**config.mk**
```make
export PLATFORM = sky130hd
export DESIGN_NAME = fault_alarm_ctrl
export DESIGN_NICKNAME = d
export VERILOG_FILES = /design/src/rtl/fault_pkg.sv /design/src/rtl/fault_evt_fifo.sv /design/src/rtl/fault_alarm_ctrl.sv
export SDC_FILE = /design/constraint.sdc
export NUM_CORES = 1
export LEC_CHECK = 0
export CAP_MARGIN = 10
export CORE_MARGIN = 2
export CORE_UTILIZATION = 54
export CTS_CLUSTER_DIAMETER = 40
export DETAILED_ROUTE_END_ITERATION = 6
export PLACE_DENSITY = 0.78
export SYNTH_ARGS = -nofsm -noshare
export SYNTH_HDL_FRONTEND = slang
export SYNTH_SLANG_ARGS = --single-unit
```
**constraint.sdc**
```tcl
create_clock -name clk -period 2.6 [get_ports clk]
set_input_delay 0.52 -clock clk [delete_from_list [all_inputs] [get_ports clk]]
set_output_delay 0.52 -clock clk [all_outputs]
set_load 0.02 [all_outputs]
```
**src/rtl/fault_pkg.sv**
```systemverilog
`default_nettype none
// ============================================================================
//  Module   : fault_pkg
//  Purpose  : Shared widths, severity codes, event record and severity clamp
//             for the fault alarm controller.
//  Revision : 1.0  initial release
// ============================================================================
package fault_pkg;

    localparam int NUM_CH = 4;
    localparam int SEV_W  = 3;
    localparam int CH_W   = 2;
    localparam int EVT_W  = CH_W + SEV_W;

    localparam logic [SEV_W-1:0] SEV_NONE = 3'd0;
    localparam logic [SEV_W-1:0] SEV_LOW  = 3'd1;
    localparam logic [SEV_W-1:0] SEV_MED  = 3'd2;
    localparam logic [SEV_W-1:0] SEV_HIGH = 3'd3;
    localparam logic [SEV_W-1:0] SEV_CRIT = 3'd4;

    // One queued fault event; packs as {ch, sev} for the host read port.
    typedef struct packed {
        logic [CH_W-1:0]  ch;
        logic [SEV_W-1:0] sev;
    } fault_evt_t;

    // Detector codes above critical are out of range; treat them as critical.
    function automatic logic [SEV_W-1:0] clamp_sev(input logic [SEV_W-1:0] s);
        return (s > SEV_CRIT) ? SEV_CRIT : s;
    endfunction

endpackage : fault_pkg
`default_nettype wire

```
**src/rtl/fault_evt_fifo.sv**
```systemverilog
`default_nettype none
// ============================================================================
//  Module   : fault_evt_fifo
//  Purpose  : Show-ahead synchronous FIFO. The head entry is always presented
//             on o_rdata; a push into a full FIFO without a pop is dropped and
//             reported on the o_drop pulse.
//  Revision : 1.0  initial release
// ============================================================================
module fault_evt_fifo #(
    parameter int DEPTH = 4,
    parameter int WIDTH = 5
) (
    input  logic                   clk,
    input  logic                   reset,
    input  logic                   i_push,
    input  logic [WIDTH-1:0]       i_wdata,
    input  logic                   i_pop,
    output logic [WIDTH-1:0]       o_rdata,
    output logic                   o_empty,
    output logic                   o_full,
    output logic [$clog2(DEPTH):0] o_count,
    output logic                   o_drop
);

    localparam int AW = $clog2(DEPTH);
    localparam logic [AW:0] C_FULL = (AW+1)'(DEPTH);

    logic [WIDTH-1:0] r_mem [DEPTH];
    logic [AW-1:0]    r_wr_ptr;
    logic [AW-1:0]    r_rd_ptr;
    logic [AW:0]      r_count;

    logic w_empty;
    logic w_full;
    logic w_do_pop;
    logic w_do_push;

    assign w_empty   = (r_count == '0);
    assign w_full    = (r_count == C_FULL);
    // A pop on empty is ignored; a pop frees a slot for a same-cycle push.
    assign w_do_pop  = i_pop && !w_empty;
    assign w_do_push = i_push && (!w_full || w_do_pop);

    // Storage array; contents are only observed while non-empty, so no reset.
    always_ff @(posedge clk) begin
        if (w_do_push) begin
            r_mem[r_wr_ptr] <= i_wdata;
        end
    end

    // Pointer and occupancy bookkeeping; pointers wrap naturally at DEPTH.
    always_ff @(posedge clk or posedge reset) begin
        if (reset) begin
            r_wr_ptr <= '0;
            r_rd_ptr <= '0;
            r_count  <= '0;
        end else begin
            if (w_do_push) begin
                r_wr_ptr <= r_wr_ptr + 1'b1;
            end
            if (w_do_pop) begin
                r_rd_ptr <= r_rd_ptr + 1'b1;
            end
            case ({w_do_push, w_do_pop})
                2'b10:   r_count <= r_count + 1'b1;
                2'b01:   r_count <= r_count - 1'b1;
                default: r_count <= r_count;
            endcase
        end
    end

    assign o_rdata = w_empty ? '0 : r_mem[r_rd_ptr];
    assign o_empty = w_empty;
    assign o_full  = w_full;
    assign o_count = r_count;
    assign o_drop  = i_push && w_full && !w_do_pop;

endmodule : fault_evt_fifo
`default_nettype wire

```
**src/rtl/fault_alarm_ctrl.sv**
```systemverilog
`default_nettype none
// ============================================================================
//  Module   : fault_alarm_ctrl
//  Purpose  : Converts held detector severity/channel into discrete events,
//             queues them for the host, and latches the worst severity per
//             channel to drive alarm/warn until acknowledged.
//  Revision : 1.0  initial release
// ============================================================================
module fault_alarm_ctrl
    import fault_pkg::*;
#(
    parameter int DEPTH     = 4,
    parameter int ALARM_LVL = 3
) (
    input  logic                   clk,
    input  logic                   reset,
    input  logic [2:0]             i_sev,
    input  logic [1:0]             i_ch,
    input  logic                   i_rd_en,
    input  logic [3:0]             i_ack,
    input  logic                   i_clr_ovf,
    output logic [4:0]             o_rd_data,
    output logic                   o_rd_valid,
    output logic [$clog2(DEPTH):0] o_count,
    output logic                   o_overflow,
    output logic [11:0]            o_lvl,
    output logic                   o_alarm,
    output logic                   o_warn
);

    localparam logic [SEV_W-1:0] C_ALARM = SEV_W'(ALARM_LVL);

    logic [SEV_W-1:0]        w_sev_c;
    fault_evt_t              w_key;
    logic [EVT_W-1:0]        r_prev_key;
    logic                    w_evt;
    logic                    w_empty;
    logic                    w_drop;
    logic [SEV_W*NUM_CH-1:0] w_lvl_next;
    logic [SEV_W*NUM_CH-1:0] r_lvl;
    logic                    w_alarm_any;
    logic                    w_warn_any;
    logic                    r_overflow;
    logic                    r_alarm;
    logic                    r_warn;

    assign w_sev_c = clamp_sev(i_sev);
    assign w_key   = '{ch: i_ch, sev: w_sev_c};
    // A held input is reported once; dropping to "none" is not an event.
    assign w_evt   = (w_key != r_prev_key) && (w_sev_c != SEV_NONE);

    fault_evt_fifo #(
        .DEPTH (DEPTH),
        .WIDTH (EVT_W)
    ) u_fifo (
        .clk     (clk),
        .reset   (reset),
        .i_push  (w_evt),
        .i_wdata (w_key),
        .i_pop   (i_rd_en),
        .o_rdata (o_rd_data),
        .o_empty (w_empty),
        .o_full  (),
        .o_count (o_count),
        .o_drop  (w_drop)
    );

    assign o_rd_valid = !w_empty;

    // Per-channel latch: events raise to the worst seen; ack clears, but an
    // event arriving with its ack restarts the latch at the new severity.
    for (genvar c = 0; c < NUM_CH; c++) begin : g_ch
        logic             w_hit;
        logic [SEV_W-1:0] w_cur;
        assign w_hit = w_evt && (i_ch == CH_W'(c));
        assign w_cur = r_lvl[c*SEV_W +: SEV_W];
        assign w_lvl_next[c*SEV_W +: SEV_W] =
            w_hit    ? ((i_ack[c] || (w_sev_c > w_cur)) ? w_sev_c : w_cur) :
            i_ack[c] ? SEV_NONE : w_cur;
    end

    // Summarise the current latches; registered below so alarm/warn lag lvl.
    always_comb begin
        w_alarm_any = 1'b0;
        w_warn_any  = 1'b0;
        for (int c = 0; c < NUM_CH; c++) begin
            if (r_lvl[c*SEV_W +: SEV_W] >= C_ALARM) begin
                w_alarm_any = 1'b1;
            end
            if (r_lvl[c*SEV_W +: SEV_W] != SEV_NONE) begin
                w_warn_any = 1'b1;
            end
        end
    end

    // Event history, severity latches, indicators and sticky overflow.
    always_ff @(posedge clk or posedge reset) begin
        if (reset) begin
            r_prev_key <= '0;
            r_lvl      <= '0;
            r_alarm    <= 1'b0;
            r_warn     <= 1'b0;
            r_overflow <= 1'b0;
        end else begin
            r_prev_key <= w_key;
            r_lvl      <= w_lvl_next;
            r_alarm    <= w_alarm_any;
            r_warn     <= w_warn_any;
            // A fresh drop outranks a clear in the same cycle.
            if (w_drop) begin
                r_overflow <= 1'b1;
            end else if (i_clr_ovf) begin
                r_overflow <= 1'b0;
            end
        end
    end

    assign o_lvl      = r_lvl;
    assign o_alarm    = r_alarm;
    assign o_warn     = r_warn;
    assign o_overflow = r_overflow;

endmodule : fault_alarm_ctrl
`default_nettype wire

```
==> results of run 1 <==
[worst min-delay path by stage]
stage                              startpoint                              to  slack, ps  cells past startpoint
2_1_floorplan  u_fifo.r_wr_ptr[1]$_DFFE_PP0P_  u_fifo.r_wr_ptr[1]$_DFFE_PP0P_        530                      1
3_3_place_gp    u_fifo.o_count[2]$_DFFE_PP0P_   u_fifo.o_count[2]$_DFFE_PP0P_        490                      1
3_5_place_dp    u_fifo.o_count[2]$_DFFE_PP0P_   u_fifo.o_count[2]$_DFFE_PP0P_        500                      1
4_1_cts         u_fifo.o_count[2]$_DFFE_PP0P_   u_fifo.o_count[2]$_DFFE_PP0P_        520                      1
5_1_grt         u_fifo.o_count[2]$_DFFE_PP0P_   u_fifo.o_count[2]$_DFFE_PP0P_        530                      1
6_report        u_fifo.o_count[2]$_DFFE_PP0P_   u_fifo.o_count[2]$_DFFE_PP0P_        510                      1
[power by group]
group	internal [mW]	switching [mW]	leakage [nW]
Clock	0.286	0.246	0.0581
Sequential	0.982	0.138	0.527
Combinational	0.558	0.511	0.749
[synthesized netlist by cell type (2+ instances only)]
library cell / n
sky130_fd_sc_hd__nor2b_1: 4
sky130_fd_sc_hd__a32o_1: 6
sky130_fd_sc_hd__o32ai_1: 3
sky130_fd_sc_hd__and3_1: 4
sky130_fd_sc_hd__nor3_1: 5
sky130_fd_sc_hd__clkbuf_1: 3
sky130_fd_sc_hd__a211oi_1: 2
sky130_fd_sc_hd__o21a_1: 3
sky130_fd_sc_hd__ha_1: 17
sky130_fd_sc_hd__nor4_1: 4
sky130_fd_sc_hd__dfrtp_1: 27
sky130_fd_sc_hd__a21oi_1: 3
sky130_fd_sc_hd__inv_1: 25
sky130_fd_sc_hd__a31oi_1: 3
sky130_fd_sc_hd__buf_2: 3
sky130_fd_sc_hd__edfxtp_1: 20
sky130_fd_sc_hd__or3_1: 2
sky130_fd_sc_hd__xor2_1: 7
sky130_fd_sc_hd__nand3_1: 6
sky130_fd_sc_hd__nand2_1: 5
sky130_fd_sc_hd__o21ai_0: 4
sky130_fd_sc_hd__and2_1: 12
sky130_fd_sc_hd__nor2_1: 4
sky130_fd_sc_hd__a21o_1: 3
sky130_fd_sc_hd__nand2b_1: 2
sky130_fd_sc_hd__buf_6: 2
sky130_fd_sc_hd__xnor2_1: 3
sky130_fd_sc_hd__a22oi_1: 2
sky130_fd_sc_hd__mux4_2: 5
sky130_fd_sc_hd__o2bb2ai_1: 3
[placed cells by master (no fill, tap or decap), drive strengths merged, types with 3 or more instances in the layout]
| master | n |
|---|---|
| o21ai | 4 |
| a21o | 3 |
| xor2 | 7 |
| and2 | 12 |
| xnor2 | 3 |
| nor2b | 4 |
| o2bb2ai | 3 |
| nor4 | 4 |
| a31oi | 3 |
| clkbuf | 5 |
| a21oi | 3 |
| inv | 25 |
| a32o | 6 |
| o32ai | 3 |
| nor3 | 5 |
| edfxtp | 20 |
| dfrtp | 27 |
| clkdlybuf4s50 | 33 |
| and3 | 4 |
| o21a | 3 |
| buf | 20 |
| nand2 | 5 |
| nor2 | 4 |
| nand3 | 7 |
| ha | 17 |
| mux4 | 5 |
[what timing repair did]
item,4_1_cts,5_1_grt
setup buffers,0,1
resized for setup,4,4
endpoints found under the setup margin,6,8
gates cloned,0,0
[registers in the layout (all words and copies together), names as in the netlist]
register and count:
o_alarm 1, u_fifo.r_wr_ptr 2, o_warn 1, o_lvl 12, o_overflow 1, u_fifo.o_count 3
u_fifo.r_rd_ptr 2, u_fifo.r_mem 20, r_prev_key 5
[stage by stage]
| step | worst slack (ps) | std cells |
|---|---|---|
| after detailed placement | -327 | 301 |
| after floorplan | 137 | 203 |
| after global placement | -250 | 301 |
| final | 73.7 | 310 |
| after CTS | 27.0 | 309 |
| after global routing | -14.7 | 310 |
[layer usage]
layer  up-vias  global-route usage [%]
li1        842                       -
met2        52                    34.8
met4         0                    9.43
met3        10                    2.95
met5         -                       0
met1       832                    29.6
[kinds of logic (layout without fill, tap and decap cells)]
family,count (synthesis),in the layout
AOI/OAI and AO/OA,38,38
and+or+nand+nor,50,50
muxes,6,6
adders and majority gates,18,18
buffers and inverters,34,89
xor gates and xnor gates,10,10
DFF,47,47
[critical path, cell delays in order, from the launching register on]
cell,delay [ps]
sky130_fd_sc_hd__dfrtp_2,490
sky130_fd_sc_hd__mux4_2,520
sky130_fd_sc_hd__and2_1,160
sky130_fd_sc_hd__clkdlybuf4s50_1,530
[final cells by class]
| type | instances | area share, % |
|---|---|---|
| Tap cell | 52 | 2.09 |
| Clock inverter | 3 | 1.41 |
| Timing Repair Buffer | 56 | 16.4 |
| Sequential cell | 47 | 41.1 |
| Clock buffer | 5 | 2.21 |
| Multi-Input combinational cell | 122 | 33.8 |
| Inverter | 25 | 3.02 |
==> flow_summary.yaml, run 1 <==
status:
  outcome: "completed"
synth:
  yosys.area.top_type_share_pct: 27.6
  synth_top_family_by_area: "compound AO/OA/AOI/OAI gates"
  synth_compound_area_share_pct: 12.1
  synth_sequential_area_ratio_pct: 52.1
  synth.lib_cells_used.distinct: 41
  ys.flop_type: "sky130_fd_sc_hd__dfrtp_1"
  synth_mux_area_share_pct: 5.21
  yosys.area_share.adder_pct: 9.49
  synth.ff_latch_count: 47
  synthesis.area_um2: 2450
  yosys.area.top_type: "sky130_fd_sc_hd__dfrtp_1"
  syn_nets: 234
  cells_after_synthesis: 203
  synth_xor_xnor_area_share_pct: 3.57
  count_of_flip_flops_with_a_built_in_enable_after_synthesis: 20
  synth-warning-count: 0
  yosys.area_share.simple_pct: 11.6
  post_synth.cell_area_avg_um2: 12.1
  async_reset_ff_share_pct: 57.4
  synth.area.top_cells: "sky130_fd_sc_hd__dfrtp_1, sky130_fd_sc_hd__edfxtp_1, sky130_fd_sc_hd__ha_1, sky130_fd_sc_hd__mux4_2, sky130_fd_sc_hd__inv_1"
cells_and_area:
  final-seq-area_um2: 1280
  area_growth_syn_to_layout_pct: 26.9
  final_util_pct: 71.4
  nFillCells: 318
  multi_input_combinational_cell_area_um2: 1050
  design_area_um2: 3110
  layout_cell_share_with_drive_strength_beyond_1_pct: 16.3
  insertedDiodeCount: 0
  fin_nets: 288
grt:
  track_usage_pct: 21.6
  grt_first_pass_wirelength_um: 8290
  grt_antenna_before_repair: 0
  largest_net_degree_at_the_start_of_global_routing: 28
  global_route.overflow_total: 0
  first_global_vias: 1715
cts:
  number_of_levels_in_the_clock_h_tree: 2
  worstSkewPairLatency_ps: 310
  cts_tree: "built"
  clock_tree.buffer_depth: 2
  numCtsBuffers: 5
  cts_root_buffer: "sky130_fd_sc_hd__clkbuf_8"
  cts_hold_repair.buffers: 0
  clk_pin_slew_ps: 90
  cts.sinks: 47
setup_path:
  critical_path_arrival_ps: 2010
  crit_path_end: "o_rd_data[4]"
  r2r_setup_slack_ps: 250
  r2r_cells: 9
  required_ps: 2080
  crit_fanout: 7
  crit-reg2reg-launch: "u_fifo.o_count[0]$_DFFE_PP0P_"
  worstSetupStartpointType: "register"
  r2r-end: "u_fifo.o_count[2]$_DFFE_PP0P_"
  path_class: "register to primary output"
  critPathLaunch: "u_fifo.r_rd_ptr[0]$_DFFE_PP0P_"
  critical_path_capture_point_type: "primary output"
sta:
  timing.hold.ws_ps: 513
  timing.final.crit_period_ps: 2530
  final_min_period_over_clock_period_pct: 97.2
  setup_tns_ps: 0
  finClkSkew_ps: 13.3
  timing.final.max_slew_violations: 0
  timing.final.hold_violations: 0
  slew_headroom_pct: 76.8
  final-setup-viol-count: 0
  tightestPinTransition_ps: 346
  max_freq_mhz: 396
min_path:
  worst_hold_path_class: "register to register"
routing:
  first_pass_iters: 4
  route.detailed.drc: 0
  highest-signal-layer: "met4"
  met1Wirelength_um: 2170
  drt-total-wl_um: 4980
  wl_met3_um: 241
  met2RoutedLength_um: 2450
  drt.antenna.violating_nets: 0
  drtIter0Drc: 111
  vias: 1736
  avgViaCountPerCell: 5.60
  drt-wirelength-per-cell_um: 16.0
power_and_ir_drop:
  ir_worst_vdd_mv: 0.389
  design_power_total_mw: 2.72
  p_leak_nw: 1.33
  pwr_density_cell_nw_per_um2: 876
place:
  place.detailed.hpwl_um: 3750
  buffers_added_on_ports: 36
  placed_area_um2: 2970
  globalplace.congestion: 0.777
die:
  dieWidth_um: 71.4
  placementRows: 24
  die_h_um: 71.4
  initial_cell_density_of_the_core_pct: 56.3
  io_pins: 37
  die-area_um2: 5090
  core_area_um2: 4350
flow_run:
  timing.max_cap.violations: 0
Power figures use the tool's default switching activity.
==> inputs of run 2 (changes only) <==
--- a/config.mk
+++ b/config.mk
@@ -5,12 +5,13 @@
 export SDC_FILE = /design/constraint.sdc
 export NUM_CORES = 1
 export LEC_CHECK = 0
+export ABC_AREA = 1
 export CAP_MARGIN = 10
 export CORE_MARGIN = 2
 export CORE_UTILIZATION = 54
 export CTS_CLUSTER_DIAMETER = 40
 export DETAILED_ROUTE_END_ITERATION = 6
-export PLACE_DENSITY = 0.78
+export PLACE_DENSITY = 0.77
 export SYNTH_ARGS = -nofsm -noshare
 export SYNTH_HDL_FRONTEND = slang
 export SYNTH_SLANG_ARGS = --single-unit
==> run 2 against run 1 <==
Against the previous run:
- clock power rose by 3%
- global-route usage grew 0.12 points
- die area is 4.6% higher
- fmax is 4.4% higher
==> flow_summary.yaml, run 2 <==
routing:
  route.detailed.drc: 0
  avgViaCountPerCell: 5.05
  first_pass_iters: 4
  drt-total-wl_um: 5190
  drt.antenna.violating_nets: 0
  drtIter0Drc: 101
  vias: 2000
  drt-wirelength-per-cell_um: 13.1
setup_path:
  worst_path_max_delay_cell: "sky130_fd_sc_hd__clkdlybuf4s50_1"
  critical_path_arrival_ps: 2610
  worstSetupStartpointType: "input port"
  timing.critical_path.slowest_cell_delay_ps: 480
  cp_common_cell: "sky130_fd_sc_hd__nand2_1"
  crit_fanout: 4
  critical_path_capture_point_type: "register"
  path_cells: "clkdlybuf4s50_1 > inv_1 > nand2_1 > nand2_1 > nand2_1 > nor2_2 > nand3_4 > nand3_4 > ha_1 > inv_1 > fa_1 > a21oi_1 > o21ai_0 > xor2_1"
  path_class: "input port to register"
  required_ps: 2790
  r2r_setup_slack_ps: 560
sta:
  timing.final.crit_period_ps: 2420
  setup_tns_ps: 0
  tightestPinTransition_ps: 361
  final-setup-viol-count: 0
  finClkSkew_ps: 5.16
  timing.final.hold_violations: 0
  max_freq_mhz: 413
  slew_headroom_pct: 76.0
  timing.final.max_slew_violations: 0
  final_min_period_over_clock_period_pct: 93.1
synth:
  post_synth.cell_area_avg_um2: 9.24
  synth_sequential_area_ratio_pct: 49.7
  count_of_flip_flops_with_a_built_in_enable_after_synthesis: 20
  ys.flop_type: "sky130_fd_sc_hd__dfrtp_1"
  async_reset_ff_share_pct: 57.4
  yosys-top-cells-count: "sky130_fd_sc_hd__nor2_1, sky130_fd_sc_hd__nand2_1, sky130_fd_sc_hd__inv_1"
  yosysMostFrequentCell: "sky130_fd_sc_hd__nor2_1"
  synth.lib_cells_used.distinct: 30
  synthesis.area_um2: 2570
  yosys.area.top_type: "sky130_fd_sc_hd__dfrtp_1"
  cells_after_synthesis: 278
  synth-warning-count: 0
  syn_nets: 309
  yosys.area.top_type_share_pct: 26.3
  synth.ff_latch_count: 47
  synth.area.top_cells: "sky130_fd_sc_hd__dfrtp_1, sky130_fd_sc_hd__edfxtp_1, sky130_fd_sc_hd__ha_1, sky130_fd_sc_hd__nor2_1, sky130_fd_sc_hd__nand2_1"
die:
  initial_cell_density_of_the_core_pct: 55.1
  dieWidth_um: 73.0
  placementRows: 25
  die-area_um2: 5330
  die_h_um: 73.0
  core_area_um2: 4660
  io_pins: 37
status:
  outcome: "completed"
cells_and_area:
  fin_nets: 372
  area_growth_syn_to_layout_pct: 27.7
  layout_cell_share_with_drive_strength_beyond_1_pct: 15.5
  most_frequent_standard_cell_in_the_layout_excluding_fill_and_tap_cells: "sky130_fd_sc_hd__nor2_1"
  max_flop_register: "u_fifo.r_mem"
  insertedDiodeCount: 0
  design_area_um2: 3280
  layout_common_cells: "sky130_fd_sc_hd__nor2_1, sky130_fd_sc_hd__nand2_1, sky130_fd_sc_hd__inv_1"
  largest_register_ff_count: 20
  nFillCells: 376
  final_util_pct: 70.4
cts:
  worstSkewPairLatency_ps: 300
  cts.sinks: 47
  cts_hold_repair.buffers: 0
  numCtsBuffers: 5
  number_of_levels_in_the_clock_h_tree: 2
  clock_tree.buffer_depth: 2
  cts_tree: "built"
  clk_pin_slew_ps: 90
  cts_root_buffer: "sky130_fd_sc_hd__clkbuf_8"
grt:
  grt_first_pass_wirelength_um: 8780
  track_usage_pct: 21.7
  largest_net_degree_at_the_start_of_global_routing: 28
  global_route.overflow_total: 0
  grt_antenna_before_repair: 0
  first_global_vias: 1972
place:
  buffers_added_on_ports: 36
  place.detailed.hpwl_um: 3960
  placed_area_um2: 3160
  globalplace.congestion: 0.855
power_and_ir_drop:
  design_power_total_mw: 2.72
  pwr_density_cell_nw_per_um2: 830
  ir_worst_vdd_mv: 0.406
  p_leak_nw: 1.57
flow_run:
  timing.max_cap.violations: 0
min_path:
  worst_hold_path_class: "register to register"
## run 2: cell types whose count changed after synthesis, sizes merged, moves of 4 or more
cell   previous run  this run
nand3             7        22
mux4              5         0
nand4             0         5
buf               6         0
a21oi             3        15
and3              4         0
nor2              4        45
o21ai             4        13
nor3              5         1
inv              25        43
a32o              6         0
nor2b             4         0
nand2             5        49
and2             12         0
## run 2: power by group
part / switching [mW] / internal [mW] / total, mW
sequential: 0.121 / 0.958 / 1.08
clock: 0.261 / 0.290 / 0.550
combinational: 0.598 / 0.495 / 1.09
## run 2: per-stage QoR
stage / hold WS, ps / setup WS, ps / cells
after CTS: 544 / 58.4 / 396
after global routing: 571 / -21.1 / 396
after global placement: 517 / -138 / 388
after detailed placement: 528 / -195 / 388
after floorplan: 551 / 341 / 278
final: 539 / 180 / 396
## run 2: metal layers
| layer | vias up | global-route usage, % | wire length, µm | part of all wire [%] |
|---|---|---|---|---|
| met5 | - | 0 | 0 | 0 |
| met4 | 0 | 5.97 | 59 | 1.1 |
| met3 | 7 | 4.97 | 146 | 2.8 |
| met2 | 39 | 37.5 | 2630 | 51 |
| met1 | 925 | 27.3 | 2350 | 45 |
| li1 | 1029 | - | - | - |
## run 2: layout make-up
| type | count | area (µm²) | area share, % |
|---|---|---|---|
| multi-input cells | 184 | 1110 | 34.0 |
| flip-flops and latches | 47 | 1280 | 38.9 |
| inverters | 43 | 161 | 4.92 |
| clock inverters | 3 | 46.3 | 1.41 |
| repair buffers | 60 | 546 | 16.6 |
| well taps | 54 | 67.6 | 2.06 |
| clock buffers | 5 | 68.8 | 2.10 |
## run 2: cell families (layout without fill, tap and decap cells)
kind of cell,Yosys count,in the layout,synth area share [%]
and+or+nand+nor,127,127,24.4
DFF,47,47,49.7
buffers and inverters,47,111,7.06
AOI/OAI and AO/OA,33,33,7.01
adders and majority gates,18,18,9.06
xor gates and xnor gates,6,6,2.78
## run 2: critical path: cells and delay by family
kind / cells / cell delay [ps]
simple gates: 6 / 510
buf+inv: 3 / 650
fa+ha+maj: 2 / 520
compound gates: 2 / 250
xor+xnor: 1 / 150
## run 2: final timing paths
kind                                               from                             end  cells past startpoint
worst max-delay path                            i_ch[0]   u_fifo.o_count[2]$_DFFE_PP0P_                     14
worst min-delay path             o_overflow$_DFFE_PP0P_          o_overflow$_DFFE_PP0P_                      2
worst max register to register  r_prev_key[3]$_DFF_PP0_   u_fifo.o_count[2]$_DFFE_PP0P_                     13
worst min register to register   o_overflow$_DFFE_PP0P_          o_overflow$_DFFE_PP0P_                      2
max in group asynchronous                         reset  u_fifo.r_rd_ptr[0]$_DFFE_PP0P_                      3
min in group asynchronous                         reset            o_lvl[2]$_DFFE_PP0P_                      3
## run 2: repair_timing
action / 4_1_cts / 5_1_grt
setup endpoints to repair: 0 / 6
buffers inserted: 0 / 0
resized for setup: 0 / 5
==> inputs of run 3 (changes only) <==
--- a/config.mk
+++ b/config.mk
@@ -11,7 +11,9 @@
 export CORE_UTILIZATION = 54
 export CTS_CLUSTER_DIAMETER = 40
 export DETAILED_ROUTE_END_ITERATION = 6
+export GPL_ROUTABILITY_DRIVEN = 0
 export PLACE_DENSITY = 0.77
+export REMOVE_ABC_BUFFERS = 1
 export SYNTH_ARGS = -nofsm -noshare
 export SYNTH_HDL_FRONTEND = slang
 export SYNTH_SLANG_ARGS = --single-unit
==> run 3 against run 2 <==
Against the previous run:
- clock-buffer cell count did not move
- cell area fell by 0.80%
- combinational power barely moved
- sequential power barely moved
- final cell count did not move
- core utilization fell by 0.56 points
- hold slack got worse by 4.4 ps
- non-clock buffer count did not move
- highest routed layer unchanged
==> flow_summary.yaml, run 3 (synthesis gave the netlist of run 2 again) <==
cells_and_area:
  most_frequent_standard_cell_in_the_layout_excluding_fill_and_tap_cells: "sky130_fd_sc_hd__nor2_1"
  largest_register_ff_count: 20
  layout_cell_share_with_drive_strength_beyond_1_pct: 15.5
  max_flop_register: "u_fifo.r_mem"
  fin_nets: 372
  insertedDiodeCount: 0
  layout_common_cells: "sky130_fd_sc_hd__nor2_1, sky130_fd_sc_hd__nand2_1, sky130_fd_sc_hd__inv_1"
  nFillCells: 365
  instances_no_fill: 396
  area_growth_syn_to_layout_pct: 26.7
power_and_ir_drop:
  pwr_density_cell_nw_per_um2: 805
  ir_worst_vdd_mv: 0.366
  p_leak_nw: 1.56
routing:
  route.detailed.drc: 0
  avgViaCountPerCell: 5.10
  drt-wirelength-per-cell_um: 13.4
  drt-total-wl_um: 5300
  first_pass_iters: 5
  vias: 2020
  drtIter0Drc: 115
  drt.antenna.violating_nets: 0
cts:
  cts_hold_repair.buffers: 0
  cts.sinks: 47
  clk_pin_slew_ps: 90
  post-cts-setup-buffer-count: 0
  cts_root_buffer: "sky130_fd_sc_hd__clkbuf_8"
  number_of_levels_in_the_clock_h_tree: 2
  worstSkewPairLatency_ps: 310
  cts.repair.resized: 0
  cts_tree: "built"
  numCtsBuffers: 5
  clock_tree.buffer_depth: 2
setup_path:
  critical_path_arrival_ps: 1940
  critPathLaunch: "u_fifo.r_rd_ptr[1]$_DFFE_PP0P_"
  crit_fanout: 7
  timing.critical_path.depth: 5
  critical_path.top_delay_family: "buffers and inverters"
  r2r_setup_slack_ps: 530
  worst_path_max_delay_cell: "sky130_fd_sc_hd__clkdlybuf4s50_1"
  crit_path_end: "o_rd_data[3]"
  worstSetupStartpointType: "register"
  r2r-end: "u_fifo.o_count[2]$_DFFE_PP0P_"
  path_class: "register to primary output"
  path_cells: "inv_1 > nor2_1 > o21ai_0 > a21oi_1 > clkdlybuf4s50_1"
  critical_path_capture_point_type: "primary output"
  timing.critical_path.slowest_cell_delay_ps: 630
  required_ps: 2080
  r2r_cells: 9
  worstPathBufferInverterCount: 2
  crit-reg2reg-launch: "u_fifo.o_count[0]$_DFFE_PP0P_"
grt:
  track_usage_pct: 22.1
  first_global_vias: 1989
  grt_antenna_before_repair: 0
  global_route.overflow_total: 0
  largest_net_degree_at_the_start_of_global_routing: 28
  grt_first_pass_wirelength_um: 8830
sta:
  slew_headroom_pct: 74.8
  grt_setup_unrepaired: "false"
  finClkSkew_ps: 9.68
  setup_tns_ps: 0
  timing.final.hold_violations: 0
  timing.final.max_slew_violations: 0
  max_freq_mhz: 406
  timing.hold.ws_ps: 535
  final-setup-viol-count: 0
  min_setup_slack_post_route_ps: 137
  tightestPinTransition_ps: 375
  timing.final.crit_period_ps: 2460
  final_min_period_over_clock_period_pct: 94.7
die:
  initial_cell_density_of_the_core_pct: 55.1
  dieWidth_um: 73.0
  core_area_um2: 4660
  io_pins: 37
  placementRows: 25
  die_h_um: 73.0
  die-area_um2: 5330
min_path:
  worst_hold_path_class: "register to register"
place:
  buffers_added_on_ports: 36
  preCtsSetupSlack_ps: -317
  dp.cells: 388
  place.detailed.hpwl_um: 4060
status:
  outcome: "completed"
flow_run:
  timing.max_cap.violations: 0
run 3: changes by cell type in the layout (fill, tap and decap cells not counted):
cell                         delta
sky130_fd_sc_hd__bufinv_16      -1
sky130_fd_sc_hd__clkinv_2       +1
sky130_fd_sc_hd__clkinvlp_4     +1
sky130_fd_sc_hd__inv_6          -1
run 3: layout make-up:
type | instances | area (µm²) | share of cell area (%)
flip-flops and latches | 47 | 1280 | 39.2
multi-input cells | 184 | 1110 | 34.2
repair buffers | 60 | 546 | 16.8
inverters | 43 | 161 | 4.96
clock buffers | 5 | 68.8 | 2.11
well taps | 54 | 67.6 | 2.08
clock inverters | 3 | 20.0 | 0.615
run 3: worst min-delay path by stage:
stage	startpoint	end	slack [ps]	cells after the start
3_5_place_dp	u_fifo.o_count[0]$_DFFE_PP0P_	u_fifo.o_count[0]$_DFFE_PP0P_	520	1
5_1_grt	u_fifo.o_count[0]$_DFFE_PP0P_	u_fifo.o_count[0]$_DFFE_PP0P_	560	1
4_1_cts	u_fifo.o_count[0]$_DFFE_PP0P_	u_fifo.o_count[0]$_DFFE_PP0P_	540	1
6_report	u_fifo.o_count[0]$_DFFE_PP0P_	u_fifo.o_count[0]$_DFFE_PP0P_	530	1
2_1_floorplan	u_fifo.r_rd_ptr[1]$_DFFE_PP0P_	u_fifo.r_rd_ptr[1]$_DFFE_PP0P_	540	1
3_3_place_gp	o_overflow$_DFFE_PP0P_	o_overflow$_DFFE_PP0P_	520	2
run 3: per-stage QoR:
| step | power, mW | utilization, % | instance area [µm²] |
|---|---|---|---|
| 3_5_place_dp | 2.20 | 67.8 | 3160 |
| 5_1_grt | 2.81 | 69.9 | 3260 |
| 4_1_cts | 2.64 | 69.7 | 3250 |
| 6_report | 2.62 | 69.9 | 3260 |
| 2_1_floorplan | 1.72 | - | 2550 |
| 3_3_place_gp | 2.16 | 67.8 | 3160 |
run 3: where the power goes:
part | switching (mW) | internal, mW
clock | 0.248 | 0.187
combinational | 0.611 | 0.496
sequential | 0.119 | 0.958
run 3: routing by layer:
| layer | GRT usage, % | up-vias | wire, µm |
|---|---|---|---|
| met2 | 39.2 | 53 | 2690 |
| met1 | 26.6 | 929 | 2350 |
| met5 | 0 | - | 0 |
| li1 | - | 1029 | - |
| met3 | 4.97 | 9 | 186 |
| met4 | 6.79 | 0 | 73 |
